## src/rtl/lockin_nco_cfg_scheduler.sv

```systemverilog
// Transfers CPU lock-in configuration (phase increments, offsets, gain) into the
// NCO-bank write port once the inputs settle, writing only changed entries, then commits.

module lockin_nco_entry_cmp #(
  parameter int PW = 20
) (
  input  logic [PW-1:0] live_i,
  input  logic [PW-1:0] snap_i,
  input  logic [PW-1:0] shadow_i,
  output logic          live_ne_snap_o,
  output logic          live_ne_shadow_o,
  output logic          snap_ne_shadow_o
);
  assign live_ne_snap_o   = (live_i != snap_i);
  assign live_ne_shadow_o = (live_i != shadow_i);
  assign snap_ne_shadow_o = (snap_i != shadow_i);
endmodule

module lockin_nco_cfg_scheduler #(
  parameter int NCH    = 8,
  parameter int PW     = 20,
  parameter int GW     = 6,
  parameter int SETTLE = 4
) (
  input  logic                    clk,
  input  logic                    reset,
  input  logic [NCH*PW-1:0]       incr_in,
  input  logic [NCH*PW-1:0]       offs_in,
  input  logic [GW-1:0]           gain_in,
  input  logic                    force_all,
  output logic                    wr_valid,
  input  logic                    wr_ready,
  output logic [$clog2(NCH)-1:0]  wr_ch,
  output logic                    wr_sel,
  output logic [PW-1:0]           wr_data,
  output logic                    commit,
  output logic [GW-1:0]           gain_out,
  output logic                    busy
);
  localparam int NE = 2 * NCH;
  localparam int CW = $clog2(NCH);
  localparam int EW = $clog2(NE);

  typedef enum logic [2:0] {
    ST_IDLE, ST_SETTLE, ST_SCAN, ST_WRITE, ST_COMMIT
  } state_t;

  state_t                  state_q, state_d;
  logic [NE-1:0][PW-1:0]   snap_q, snap_d;
  logic [NE-1:0][PW-1:0]   shd_q, shd_d;
  logic [GW-1:0]           snap_gain_q, snap_gain_d;
  logic [GW-1:0]           shd_gain_q, shd_gain_d;
  logic [7:0]              cnt_q, cnt_d;
  logic [EW-1:0]           e_q, e_d;
  logic                    force_q, force_d;
  logic                    written_q, written_d;
  logic                    wr_valid_q, wr_valid_d;
  logic [CW-1:0]           wr_ch_q, wr_ch_d;
  logic                    wr_sel_q, wr_sel_d;
  logic [PW-1:0]           wr_data_q, wr_data_d;
  logic                    commit_q, commit_d;
  logic [GW-1:0]           gain_out_q, gain_out_d;

  // Entry e interleaves channel e>>1's increment (even) and offset (odd).
  logic [NE-1:0][PW-1:0]   live;
  logic [NE-1:0]           d_live_snap, d_live_shd, d_snap_shd;

  for (genvar k = 0; k < NCH; k++) begin : g_unpack
    assign live[2*k]   = incr_in[k*PW +: PW];
    assign live[2*k+1] = offs_in[k*PW +: PW];
  end

  for (genvar e = 0; e < NE; e++) begin : g_cmp
    lockin_nco_entry_cmp #(.PW(PW)) u_cmp (
      .live_i           (live[e]),
      .snap_i           (snap_q[e]),
      .shadow_i         (shd_q[e]),
      .live_ne_snap_o   (d_live_snap[e]),
      .live_ne_shadow_o (d_live_shd[e]),
      .snap_ne_shadow_o (d_snap_shd[e])
    );
  end

  logic live_vs_shd, live_vs_snap, last_e;
  assign live_vs_shd  = (|d_live_shd)  || (gain_in != shd_gain_q);
  assign live_vs_snap = (|d_live_snap) || (gain_in != snap_gain_q);
  assign last_e       = (e_q == EW'(NE - 1));

  always_comb begin
    state_d     = state_q;
    snap_d      = snap_q;
    shd_d       = shd_q;
    snap_gain_d = snap_gain_q;
    shd_gain_d  = shd_gain_q;
    cnt_d       = cnt_q;
    e_d         = e_q;
    force_d     = force_q | force_all;
    written_d   = written_q;
    wr_valid_d  = wr_valid_q;
    wr_ch_d     = wr_ch_q;
    wr_sel_d    = wr_sel_q;
    wr_data_d   = wr_data_q;
    commit_d    = 1'b0;
    gain_out_d  = gain_out_q;
    case (state_q)
      ST_IDLE: begin
        if (live_vs_shd || force_q) begin
          state_d     = ST_SETTLE;
          snap_d      = live;
          snap_gain_d = gain_in;
          cnt_d       = '0;
        end
      end
      ST_SETTLE: begin
        if (live_vs_snap) begin
          snap_d      = live;
          snap_gain_d = gain_in;
          cnt_d       = '0;
        end else if (cnt_q == 8'(SETTLE - 1)) begin
          e_d     = '0;
          state_d = ST_SCAN;
        end else begin
          cnt_d = cnt_q + 8'd1;
        end
      end
      ST_SCAN: begin
        if (d_snap_shd[e_q] || force_q) begin
          state_d    = ST_WRITE;
          wr_valid_d = 1'b1;
          wr_ch_d    = CW'(e_q >> 1);
          wr_sel_d   = e_q[0];
          wr_data_d  = snap_q[e_q];
        end else if (last_e) begin
          state_d = ST_COMMIT;
        end else begin
          e_d = e_q + EW'(1);
        end
      end
      ST_WRITE: begin
        if (wr_valid_q && wr_ready) begin
          shd_d[e_q] = snap_q[e_q];
          written_d  = 1'b1;
          wr_valid_d = 1'b0;
          if (last_e) begin
            state_d = ST_COMMIT;
          end else begin
            e_d     = e_q + EW'(1);
            state_d = ST_SCAN;
          end
        end
      end
      ST_COMMIT: begin
        commit_d   = written_q || (snap_gain_q != shd_gain_q);
        gain_out_d = snap_gain_q;
        shd_gain_d = snap_gain_q;
        written_d  = 1'b0;
        // A pulse landing on this cycle must survive the clear.
        force_d    = force_all;
        state_d    = ST_IDLE;
      end
      default: state_d = ST_IDLE;
    endcase
  end

  always_ff @(posedge clk or posedge reset) begin
    if (reset) begin
      state_q     <= ST_IDLE;
      snap_q      <= '0;
      shd_q       <= '0;
      snap_gain_q <= '0;
      shd_gain_q  <= '0;
      cnt_q       <= '0;
      e_q         <= '0;
      force_q     <= 1'b0;
      written_q   <= 1'b0;
      wr_valid_q  <= 1'b0;
      wr_ch_q     <= '0;
      wr_sel_q    <= 1'b0;
      wr_data_q   <= '0;
      commit_q    <= 1'b0;
      gain_out_q  <= '0;
    end else begin
      state_q     <= state_d;
      snap_q      <= snap_d;
      shd_q       <= shd_d;
      snap_gain_q <= snap_gain_d;
      shd_gain_q  <= shd_gain_d;
      cnt_q       <= cnt_d;
      e_q         <= e_d;
      force_q     <= force_d;
      written_q   <= written_d;
      wr_valid_q  <= wr_valid_d;
      wr_ch_q     <= wr_ch_d;
      wr_sel_q    <= wr_sel_d;
      wr_data_q   <= wr_data_d;
      commit_q    <= commit_d;
      gain_out_q  <= gain_out_d;
    end
  end

  assign wr_valid = wr_valid_q;
  assign wr_ch    = wr_ch_q;
  assign wr_sel   = wr_sel_q;
  assign wr_data  = wr_data_q;
  assign commit   = commit_q;
  assign gain_out = gain_out_q;
  assign busy     = (state_q != ST_IDLE);
endmodule

```

## config.mk

```make
export PLATFORM = sky130hd
export DESIGN_NAME = lockin_nco_cfg_scheduler
export DESIGN_NICKNAME = d
export VERILOG_FILES = /design/src/rtl/lockin_nco_cfg_scheduler.sv
export SDC_FILE = /design/constraint.sdc
export NUM_CORES = 2
export LEC_CHECK = 0
export CAP_MARGIN = 10
export CORE_UTILIZATION = 55
export DETAILED_ROUTE_END_ITERATION = 6
export PLACE_DENSITY_LB_ADDON = 0.25
export SLEW_MARGIN = 0
export SYNTH_ARGS = -nofsm -noshare
export SYNTH_HDL_FRONTEND = slang
export SYNTH_SLANG_ARGS = --single-unit
```

## constraint.sdc

```tcl
create_clock -name clk -period 64.3 [get_ports clk]
set_input_delay 6.43 -clock clk [delete_from_list [all_inputs] [get_ports clk]]
set_output_delay 6.43 -clock clk [all_outputs]
set_load 0.1 [all_outputs]
```

==> metrics.txt <==
Fin Clk Skew=0.0369 ns; Worst-Margin Slew=1.53 ns; crit-path max FO=78; Clock Sinks=695; first-pass GRT wire length=307000 um; # hold bufs at CTS=0; IO Pins=363; clk buf depth=3; Synth warnings=0; Post-Route WL=236000 um; post-synthesis sequential area ratio=43.5%; Vias/cell=7.71; Avg Cell Area, Syn=12.2 um^2; share of the synthesized area in the top cell type=43.5%; unrepaired setup endpoints after global routing=false; dpl cell area=44600 um^2; reg-to-reg endpoint=snap_q[189]$_DFFE_PP0P_; area of the core=71700 um^2; antenna violations before repair=67; clk_lat worst skew=0.67 ns; Residual DRC=4; Crit path buffers/inverters=4; critical path startpoint category=input pin; EDFF count, synth=0; Slew Limit Headroom=-2.19%; Post-Layout Inst Area=47500 um^2; Die H=272 um; post-route ant nets=0; vias in the first global route=33.4k; Largest delay share family, worst path=buffers and inverters; Root Buffer=clkbuf_16; minimum clock period=13.28 ns; First DRT Iteration DRCs=7493; Crit Path Class=input pin to flop; Final period util=20.7%; Netlist cell types=59; Resized cells post-CTS=0; Critical-path top delay cell=xnor2_1; drt pass-1 iters=7; GPL Wtd Cong=1.34; Worst Setup SP=incr_in[113]; R2R Path Start=shd_q[213]$_DFFE_PP0P_; P_leak=20.4 nW; Fin. Hold Viols=0; synthesis-stage register bit count=695; max-slew violations=4; CP peak stage delay=1.02 ns; share of cells above drive strength 1=19.1%; CTS tree=done; most frequent CP cell=buf_4; number of cells on the critical path=12; via count=36.4k; most frequent cells in the layout=dfrtp_1 (693), xor2_1 (565), mux2_2 (409); max frequency=0.0753 GHz; worst path cell trace=clkdlybuf4s50_1, xnor2_1, nand4_1, nor4_1, nand4_1, or4_1, o31ai_4, o21bai_4, buf_4, buf_4, buf_4, mux2_1; Global Route Usage Sum=63.7%; synthesis-to-layout area growth=18.8%; violated checks=design-rule violations, max-capacitance violations, max-slew violations; syn nets=3621; post-synthesis cell type with the largest combined area=dfrtp_1; row count=98; Required @ worst endpoint=64.83 ns; CP Capture Type=flop; maxcap violations=2; Die W=272 um; Worst R2R Path Depth=11; total negative slack=0 ns; power per cell area=23.7 nW/um^2; final setup vio count=0; Routed wire per std cell=50.0 um; Post-CTS Setup Repair Bufs=0; Synth Cell Area=40000 um^2; GRT overflow=0; DP HPWL=185000 um; IO buf count=362; CP endpoint=snap_q[189]$_DFFE_PP0P_; status=finished with violations; multi-input logic area=21600 um^2; prevailing post-synth register cell=dfrtp_1; Total Nets Final=3990; Fillers=5350; H-tree Lvls=3; largest cells by area after synthesis=dfrtp_1 (43%), xor2_1 (12%), mux2_2 (12%), mux2_1 (6.0%), mux4_2 (5.6%); Die ar.=73800 um^2; largest net degree at the start of global routing=114; flop-to-flop setup slack=57.03 ns; Clock transition at path regs=0.06 ns; most common cell after layout, fill and taps aside=dfrtp_1; Mapped Cells=3286; hold_ws=0.482 ns; initial core utilization=55.8%; FFs w/ async S/R, synth=100%; WP data arrival=13.81 ns; fin util=66.3%; Worst Hold Class=flop to flop; maximum vdd drop=25.9 uV; total CTS buffers=79; FF+latch area=17400 um^2
[sequential cells by signal, indices dropped and copies added, names as in the netlist]
signal and flops:
shd_q 320, snap_q 320, wr_data 20, cnt_q 8
gain_out 6, snap_gain_q 6, e_q 4, state_q 3
wr_ch 3, commit 1, force_q 1, wr_sel 1
wr_valid 1, written_q 1
[worst min path at each step]
stage,startpoint,to,depth (start not counted)
after floorplan,written_q$_DFFE_PP0P_,written_q$_DFFE_PP0P_,1
after global placement,wr_sel$_DFFE_PP0P_,wr_sel$_DFFE_PP0P_,2
after detailed placement,written_q$_DFFE_PP0P_,written_q$_DFFE_PP0P_,1
after CTS,written_q$_DFFE_PP0P_,written_q$_DFFE_PP0P_,1
after global routing,written_q$_DFFE_PP0P_,written_q$_DFFE_PP0P_,1
final,wr_ch[0]$_DFFE_PP0P_,wr_ch[0]$_DFFE_PP0P_,2
[layer usage]
layer  track usage (%)  share of wire, %
met2              82.1                37
met5              4.17              0.33
met3              40.5                18
met1              71.5                32
met4              56.1                12
[power by group]
group / switching [mW] / internal [mW]
Sequential: 0.0221 / 0.448
Clock: 0.203 / 0.290
Combinational: 0.114 / 0.0492
[worst min-delay path, stage by stage (launching register included)]
cell and delay [ns]:
dfrtp_1 0.34, nand2_1 0.05, o21ai_0 0.06
[through the flow]
stage / instances / power, mW / worst slack (ns)
finish: 4715 / 1.13 / 51.02
global route: 4677 / 1.13 / 51.28
CTS: 4663 / 1.10 / 51.59
detailed placement: 4521 / 0.619 / 50.93
global placement: 4518 / 0.619 / 50.93
floorplan: 3286 / 0.518 / 38.38
[cell families after synthesis]
family,after synthesis,share of synthesized area (%)
adders and majority gates,5,0.156
buffers and inverters,231,2.69
xor gates and xnor gates,822,18.0
DFF,695,43.5
AOI/OAI and AO/OA,179,3.34
muxes,725,23.2
and+or+nand+nor,629,9.14
[synth_stat cells, drive strengths merged (2+ instances only)]
library cell	number
a2111oi	23
nand2b	62
o22ai	27
nor3	18
nand2	73
a21oi	4
o221ai	4
ha	5
xnor2	256
nor2b	114
o2111ai	20
or4	8
nor4	172
o2bb2ai	4
a2111o	16
dfrtp	695
xor2	566
mux2i	3
nor4b	3
a22o	6
and2	5
nand3	33
nand4	114
nor2	22
a221oi	5
a21o	3
buf	56
inv	103
clkbuf	71
mux2	622
and3	3
o31ai	2
mux4	100
o21ai	52
[cell type report]
class / instances / share of cell area [%]
flip-flops and latches: 695 / 36.6
well taps: 950 / 2.50
diodes: 49 / 0.258
inverters: 104 / 0.837
multi-input cells: 2360 / 45.5
repair buffers: 415 / 8.49
clock inverters: 30 / 0.943
clock buffers: 112 / 4.91
Note: power is estimated with default switching activity, not from simulation.
